### src/rtl/mode_request_gen.sv
// Debounced front-panel buttons -> single-cycle, mutually exclusive mode set pulses.
// Define MODE_REQ_CYCLE_EN to add a btn_cycle_i input that steps to the next mode.
module mode_request_gen #(
   parameter int unsigned DEBOUNCE_CYCLES = 16,
   parameter int unsigned HOLDOFF_CYCLES  = 4
) (
   input  logic       clk,
   input  logic       rst_n,
   input  logic       btn_edit_i,
   input  logic       btn_play_i,
   input  logic       btn_raw_i,
`ifdef MODE_REQ_CYCLE_EN
   input  logic       btn_cycle_i,
`endif
   input  logic [1:0] mode_i,
   output logic       set_edit_o,
   output logic       set_play_o,
   output logic       set_raw_o,
   output logic       req_dropped_o
);

`ifdef MODE_REQ_CYCLE_EN
   localparam int unsigned NumBtn = 4;
`else
   localparam int unsigned NumBtn = 3;
`endif
   localparam int unsigned CntW = (DEBOUNCE_CYCLES > 1) ? $clog2(DEBOUNCE_CYCLES) : 1;
   localparam int unsigned HoW  = $clog2(HOLDOFF_CYCLES + 1);
   localparam logic [CntW-1:0] CntMax = CntW'(DEBOUNCE_CYCLES - 1);

   logic [NumBtn-1:0]           btn_raw;
   logic [NumBtn-1:0]           meta_q, sync_q;
   logic [NumBtn-1:0]           stable_q, stable_d, stable_dly_q;
   logic [NumBtn-1:0][CntW-1:0] cnt_q, cnt_d;
   logic [NumBtn-1:0]           press, win_oh;
   logic [HoW-1:0]              ho_q, ho_d;
   logic [2:0]                  set_q, set_d;
   logic                        drop_q, drop_d;
   logic [1:0]                  tgt;

`ifdef MODE_REQ_CYCLE_EN
   assign btn_raw = {btn_cycle_i, btn_raw_i, btn_play_i, btn_edit_i};
`else
   assign btn_raw = {btn_raw_i, btn_play_i, btn_edit_i};
`endif

   always_comb begin
      stable_d = stable_q;
      cnt_d    = cnt_q;
      for (int unsigned i = 0; i < NumBtn; i++) begin
         if (sync_q[i] == stable_q[i]) begin
            cnt_d[i] = '0;
         end else if (cnt_q[i] == CntMax) begin
            stable_d[i] = sync_q[i];
            cnt_d[i]    = '0;
         end else begin
            cnt_d[i] = cnt_q[i] + CntW'(1);
         end
      end
   end

   assign press  = stable_q & ~stable_dly_q;
   // Lowest set bit is the highest-priority pending press.
   assign win_oh = press & (~press + NumBtn'(1));

   always_comb begin
      set_d  = '0;
      drop_d = 1'b0;
      ho_d   = ho_q;
      tgt    = 2'd0;
      if (press[0]) begin
         tgt = 2'd0;
      end else if (press[1]) begin
         tgt = 2'd1;
      end else if (press[2]) begin
         tgt = 2'd2;
`ifdef MODE_REQ_CYCLE_EN
      end else begin
         unique case (mode_i)
            2'd0:    tgt = 2'd1;
            2'd1:    tgt = 2'd2;
            default: tgt = 2'd0;
         endcase
`endif
      end

      if (ho_q != '0) begin
         ho_d   = ho_q - HoW'(1);
         drop_d = |press;
      end else if (|press) begin
         drop_d = |(press & ~win_oh);
         // A request for the mode already active is silently absorbed.
         if (tgt != mode_i) begin
            ho_d = HoW'(HOLDOFF_CYCLES);
            unique case (tgt)
               2'd0:    set_d = 3'b001;
               2'd1:    set_d = 3'b010;
               default: set_d = 3'b100;
            endcase
         end
      end
   end

   always_ff @(posedge clk or negedge rst_n) begin
      if (!rst_n) begin
         meta_q       <= '0;
         sync_q       <= '0;
         stable_q     <= '0;
         stable_dly_q <= '0;
         cnt_q        <= '0;
         ho_q         <= '0;
         set_q        <= '0;
         drop_q       <= 1'b0;
      end else begin
         meta_q       <= btn_raw;
         sync_q       <= meta_q;
         stable_q     <= stable_d;
         stable_dly_q <= stable_q;
         cnt_q        <= cnt_d;
         ho_q         <= ho_d;
         set_q        <= set_d;
         drop_q       <= drop_d;
      end
   end

   assign set_edit_o    = set_q[0];
   assign set_play_o    = set_q[1];
   assign set_raw_o     = set_q[2];
   assign req_dropped_o = drop_q;

endmodule

### config.mk
export PLATFORM = sky130hd
export DESIGN_NAME = mode_request_gen
export DESIGN_NICKNAME = d
export VERILOG_FILES = /design/src/rtl/mode_request_gen.sv
export SDC_FILE = /design/constraint.sdc
export NUM_CORES = 1
export LEC_CHECK = 0
export CAP_MARGIN = 10
export CORE_MARGIN = 1.5
export CORE_UTILIZATION = 49
export CTS_CLUSTER_DIAMETER = 200
export DETAILED_ROUTE_END_ITERATION = 6
export PLACE_DENSITY = 0.69
export SLEW_MARGIN = 20
export SYNTH_ARGS = -nofsm -noshare
export SYNTH_HDL_FRONTEND = slang
export SYNTH_SLANG_ARGS = --single-unit
### constraint.sdc
create_clock -name clk -period 1.4 [get_ports clk]
set_input_delay 0.28 -clock clk [delete_from_list [all_inputs] [get_ports clk]]
set_output_delay 0.28 -clock clk [all_outputs]
set_load 0.02 [all_outputs]
==> results of run 1 <==
## flip-flops by register name, summed over array words and instances, names as in the netlist
signal / cells
cnt_q: 12
stable_q: 3
meta_q: 3
set_q: 3
ho_q: 3
req_dropped_o: 1
stable_dly_q: 3
sync_q: 3
## report_power, final
| group | internal [uW] | switching, uW |
|---|---|---|
| clock | 195 | 279 |
| combinational | 51.3 | 47.0 |
| sequential | 925 | 26.0 |
## critical path, delay by kind of cell, from the launching register on
| family | cells | cell delay [ns] |
|---|---|---|
| AOI/OAI and AO/OA | 1 | 0.16 |
| DFF | 1 | 0.39 |
| and+or+nand+nor | 1 | 0.41 |
| adders and majority gates | 1 | 0.32 |
## cell usage in the layout (no fill, tap or decap), types with 4 or more instances in the layout
cell type        Yosys  final
a21oi_1              6      6
nand3_1              4      4
nor2_1               8      8
dlygate4sd2_1        0      4
nor2b_1              7      6
xnor2_1              6      6
dfrtp_1             31     31
clkdlybuf4s50_1      0      6
nor3b_1              5      5
clkbuf_4             0      5
o21ai_0              5      5
## kinds of logic (layout without fill, tap and decap cells)
kind of cell	Yosys count	after routing
flops	31	31
fa+ha+maj	4	4
compound gates	14	14
simple gates	35	35
xor+xnor	6	6
mux	3	3
buf+inv	3	25
## final cells by class
type	count	area, sq um
Clock buffer	7	45.0
Clock inverter	1	5.00
Fill cell	192	842
Inverter	3	11.3
Multi-Input combinational cell	62	424
Sequential cell	31	776
Tap cell	28	35.0
Timing Repair Buffer	14	138
## metal layers
| metal | vias up | global-route usage (%) | part of all wire, % |
|---|---|---|---|
| li1 | 372 | - | - |
| met1 | 370 | 17.7 | 46 |
| met2 | 19 | 25.2 | 48 |
| met3 | 2 | 7.14 | 5.0 |
| met4 | 0 | 11.1 | 1.3 |
| met5 | - | 0 | 0 |
## metrics by stage
| step | utilization (%) | hold WS (ns) | cell area (sq um) |
|---|---|---|---|
| after floorplan | - | -0.0156 | 1210 |
| after global placement | 60.8 | 0.334 | 1380 |
| after detailed placement | 60.8 | 0.335 | 1380 |
| after CTS | 62.9 | 0.307 | 1430 |
| after global routing | 63.0 | 0.308 | 1430 |
| final | 63.0 | 0.321 | 1430 |
## final timing paths
| kind | cells past startpoint | to |
|---|---|---|
| setup / recovery | 3 | req_dropped_o |
| hold / removal | 2 | set_q[0] |
| setup reg to reg | 3 | req_dropped_o |
| hold reg to reg | 0 | sync_q[1] |
| max in group asynchronous | 2 | meta_q[2] |
| min in group clk | 0 | sync_q[1] |
## what timing repair did
action / 4_1_cts / 5_1_grt
cloned: 0 / 0
setup endpoints to repair: 5 / 2
gates resized for setup: 5 / 1
hold buffers: 0 / 0
endpoints found under the hold margin: 0 / 0
pin swaps: 4 / 1
==> impl_metrics.tcl, run 1 <==
set metrics [dict create \
    synth_area_per_cell_sq_um 12.6 \
    first_pass_iters 4 \
    start_util_pct 53.0 \
    maxCapViolCount 0 \
    drv_slew 0 \
    root_buffer "clkbuf_4" \
    synth_edf_count 0 \
    grt_pass1_wl_um 3060 \
    netlist_top_cells_count "dfrtp_1 (31), nor2_1 (8), nor2b_1 (7), a21oi_1 (6), xnor2_1 (6)" \
    clkSinkCount 31 \
    end_kind "flip-flop" \
    core_area_sq_um 2280 \
    p_leak_uw 0.000683 \
    power_density_nw_per_um2 1060 \
    cts_max_level 2 \
    area_delta_synth_final_pct 18.9 \
    hold_path.class "in -> async" \
    worst_setup_path_start_kind "flip-flop" \
    antenna_found_initial 0 \
    crit_path_top_delay_cell "or3_4" \
    peakVddDrop_v 0.000705 \
    synth_area_sq_um 1210 \
    synthTopCellsByArea "dfrtp_1 (64%), xnor2_1 (4.4%), nor2b_1 (3.6%)" \
    post_cts_buffers 0 \
    synth_most_common_cell "dfrtp_1" \
    yosys.area_share.simple_pct 16.9 \
    finClkSkew_ns 0.00373 \
    path_class "reg -> reg" \
    synthArstFlopShare_pct 100 \
    via_per_inst 5.23 \
    clk_pin_slew_worst_paths_ns 0.09 \
    finalPower_uw 1520 \
    setup_tns_ns 0 \
    worst_slack_ns 0.00605 \
    final_cells 146 \
    drt-initial-drc-count 5 \
    syn-num-nets 106 \
    r2r_slack_ns 0.006 \
    ios 11 \
    finalCriticalPeriod_ns 1.39 \
    synth_top_family_by_area "simple AND/OR/NAND/NOR gates" \
    die_area_sq_um 2770 \
    ys.flop_type "dfrtp_1" \
    insertion_delay_ns 0.31 \
    grt_usage_pct 16.3 \
    synth_top_cell_by_area "dfrtp_1" \
    ant_nets 0 \
    cp_data_required_time_ns 1.61 \
    dp_hpwl_um 1270 \
    ys_seq_elements 31 \
    rows 17 \
    status "finished clean" \
    dp_slack_ns -0.0885 \
    timing.rr.start "ho_q[1]" \
    final-hold-violation-count 0 \
    rsz0062_at_grt "yes" \
    vias 763 \
    drc_errors 0 \
    worst-path-max-fanout 4 \
    synthAdderAreaFrac_pct 4.05 \
    port-buffer-count 10 \
    startpoint "ho_q[1]" \
    synth_top_area_share_pct 64.3 \
    die_w_um 52.6 \
    die_h_um 52.6 \
    drive_gt1_share_pct 14.4 \
    grt_pass1_vias 718 \
    nets 127 \
    muxShareOfSynthArea_pct 2.80 \
    ys_types 21 \
    setup_viol 0 \
    worstMarginPinSlew_ns 0.360 \
    numCtsBuffers 5 \
    crit_chain "or3_4 > maj3_2 > o22a_1" \
    gr-total-overflow 0 \
    synth-xor-area-share_pct 4.36 \
    wire_per_inst_um 13.0 \
    routed_wl_um 1900 \
    max_slew_margin_pct 75.9 \
    crit_path_max_incr_delay_ns 0.41 \
    diodes 0 \
    cts_tree "built" \
    ys_seq_area_share_pct 64.3 \
    crit_arrival_ns 1.60 \
    dpl.cell_count 138 \
    cts_buffer_depth 2 \
    synthCells 96 \
    max_freq_mhz 717 \
    fin_crit_sh_pct 99.6 \
    yosys_warnings 0 \
    synth_compound_area_share_pct 6.64 \
    place_congestion 0.693 \
    grt_max_degree 32 \
]
Power figures use the tool's default switching activity.
==> run 2: changes to the inputs <==
Settings changed: TNS_END_PERCENT from default to 20.
==> run 2 against run 1 <==
  * Clock power about the same
  * Die area unchanged
  * The flow now finishes with violations (negative setup slack)
  * Fmax down 0.45%
  * First-iteration DRC count unchanged
  * Clock-buffer cell count unchanged
  * Worst hold slack about the same
  * Largest cell class unchanged
==> impl_metrics.tcl, run 2 (synthesis results as in run 1) <==
set metrics [dict create \
    crit_chain "or3_4 > maj3_2 > o22a_1" \
    crit_path_max_incr_delay_ns 0.42 \
    insertion_delay_ns 0.31 \
    peakVddDrop_v 0.000705 \
    crit_arrival_ns 1.61 \
    layout_commonest_cell "dfrtp_1" \
    largest_reg_flops 12 \
    fin_crit_sh_pct 100 \
    gr-total-overflow 0 \
    end_kind "flip-flop" \
    hold_path.class "in -> async" \
    routed_wl_um 1890 \
    final_util_pct 63.0 \
    max_slew_margin_pct 75.9 \
    cts_max_level 2 \
    drt-initial-drc-count 5 \
    port-buffer-count 10 \
    crit_family "simple AND/OR/NAND/NOR gates" \
    final-hold-violation-count 0 \
    ios 11 \
    path_class "reg -> reg" \
    finalCriticalPeriod_ns 1.40 \
    wire_per_inst_um 13.0 \
    cp_data_required_time_ns 1.61 \
    nets 127 \
    grt_max_degree 32 \
    first_pass_iters 4 \
    diodes 0 \
    power_density_nw_per_um2 1060 \
    clk_pin_slew_worst_paths_ns 0.09 \
    worst-path-max-fanout 4 \
    cts_buffer_depth 2 \
    ant_nets 0 \
    dp_hpwl_um 1270 \
    die_area_sq_um 2770 \
    drv_slew 0 \
    start_util_pct 53.0 \
    numCtsBuffers 5 \
    antenna_found_initial 0 \
    fill_cells 192 \
    worst_slack_ns -0.000261 \
    dp_slack_ns -0.0885 \
    grt_usage_pct 16.1 \
    root_buffer "clkbuf_4" \
    crit_path_top_delay_cell "or3_4" \
    final_cell_mix "dfrtp_1 (31), nor2_1 (8)" \
    hold_ws_ns 0.321 \
    drc_errors 0 \
    grt_pass1_wl_um 3030 \
    via_per_inst 5.21 \
    worstMarginPinSlew_ns 0.359 \
    regMostFlops "cnt_q" \
    p_leak_uw 0.000683 \
    vias 760 \
    post_cts_buffers 0 \
    cts_tree "built" \
    die_h_um 52.6 \
    place_congestion 0.693 \
    area_delta_synth_final_pct 18.9 \
    crit_buf_inv 0 \
    drive_gt1_share_pct 14.4 \
    finClkSkew_ns 0.00373 \
    worst_setup_path_start_kind "flip-flop" \
    max_freq_mhz 714 \
    violations "negative setup slack" \
    grt_pass1_vias 716 \
    rsz0062_at_grt "yes" \
    setup_viol 1 \
    rows 17 \
    clkSinkCount 31 \
    maxCapViolCount 0 \
    setup_tns_ns -0.000261 \
    status "complete, but fails checks" \
    core_area_sq_um 2280 \
    holdBufCountCts 0 \
    die_w_um 52.6 \
]
[run 2: routing by layer]
layer / global-route usage, % / vias to the layer above / routed length, um
li1: - / 372 / -
met1: 17.4 / 367 / 865
met2: 25.2 / 19 / 907
met3: 7.14 / 2 / 95
met4: 11.1 / 0 / 25
met5: 0 / - / 0
[run 2: layout make-up]
| cell class | instances | area, sq um | share of cell area (%) |
|---|---|---|---|
| sequential | 31 | 776 | 54.1 |
| inverter | 3 | 11.3 | 0.785 |
| timing repair buffer | 14 | 138 | 9.60 |
| multi-input combinational | 62 | 424 | 29.6 |
| clock buffer | 7 | 45.0 | 3.14 |
| clock inverter | 1 | 5.00 | 0.349 |
| tap | 28 | 35.0 | 2.44 |
[run 2: final timing paths]
path | startpoint | end | slack (ns) | depth (start not counted)
setup / recovery | ho_q[2] | req_dropped_o | -0.0003 | 3
hold / removal | rst_n | set_q[0] | 0.32 | 2
setup reg to reg | ho_q[2] | req_dropped_o | -0.0003 | 3
hold reg to reg | meta_q[1] | sync_q[1] | 0.35 | 0
max in group asynchronous | rst_n | meta_q[2] | 0.92 | 2
min in group clk | meta_q[1] | sync_q[1] | 0.35 | 0
[run 2: stage by stage]
| stage | cell area [sq um] | instances | power, uW |
|---|---|---|---|
| final | 1430 | 146 | 1520 |
| after CTS | 1430 | 146 | 1550 |
| after global routing | 1430 | 146 | 1610 |
| after floorplan | 1210 | 96 | 1010 |
| after detailed placement | 1380 | 138 | 1070 |
| after global placement | 1380 | 138 | 1060 |
[run 2: power by group]
part | switching, uW | internal [uW]
Clock | 279 | 195
Combinational | 47.0 | 51.3
Sequential | 26.0 | 925
[run 2: what timing repair did]
action	4_1_cts	5_1_grt
pin swaps	0	4
setup endpoints to repair	5	3
resized for setup	5	1
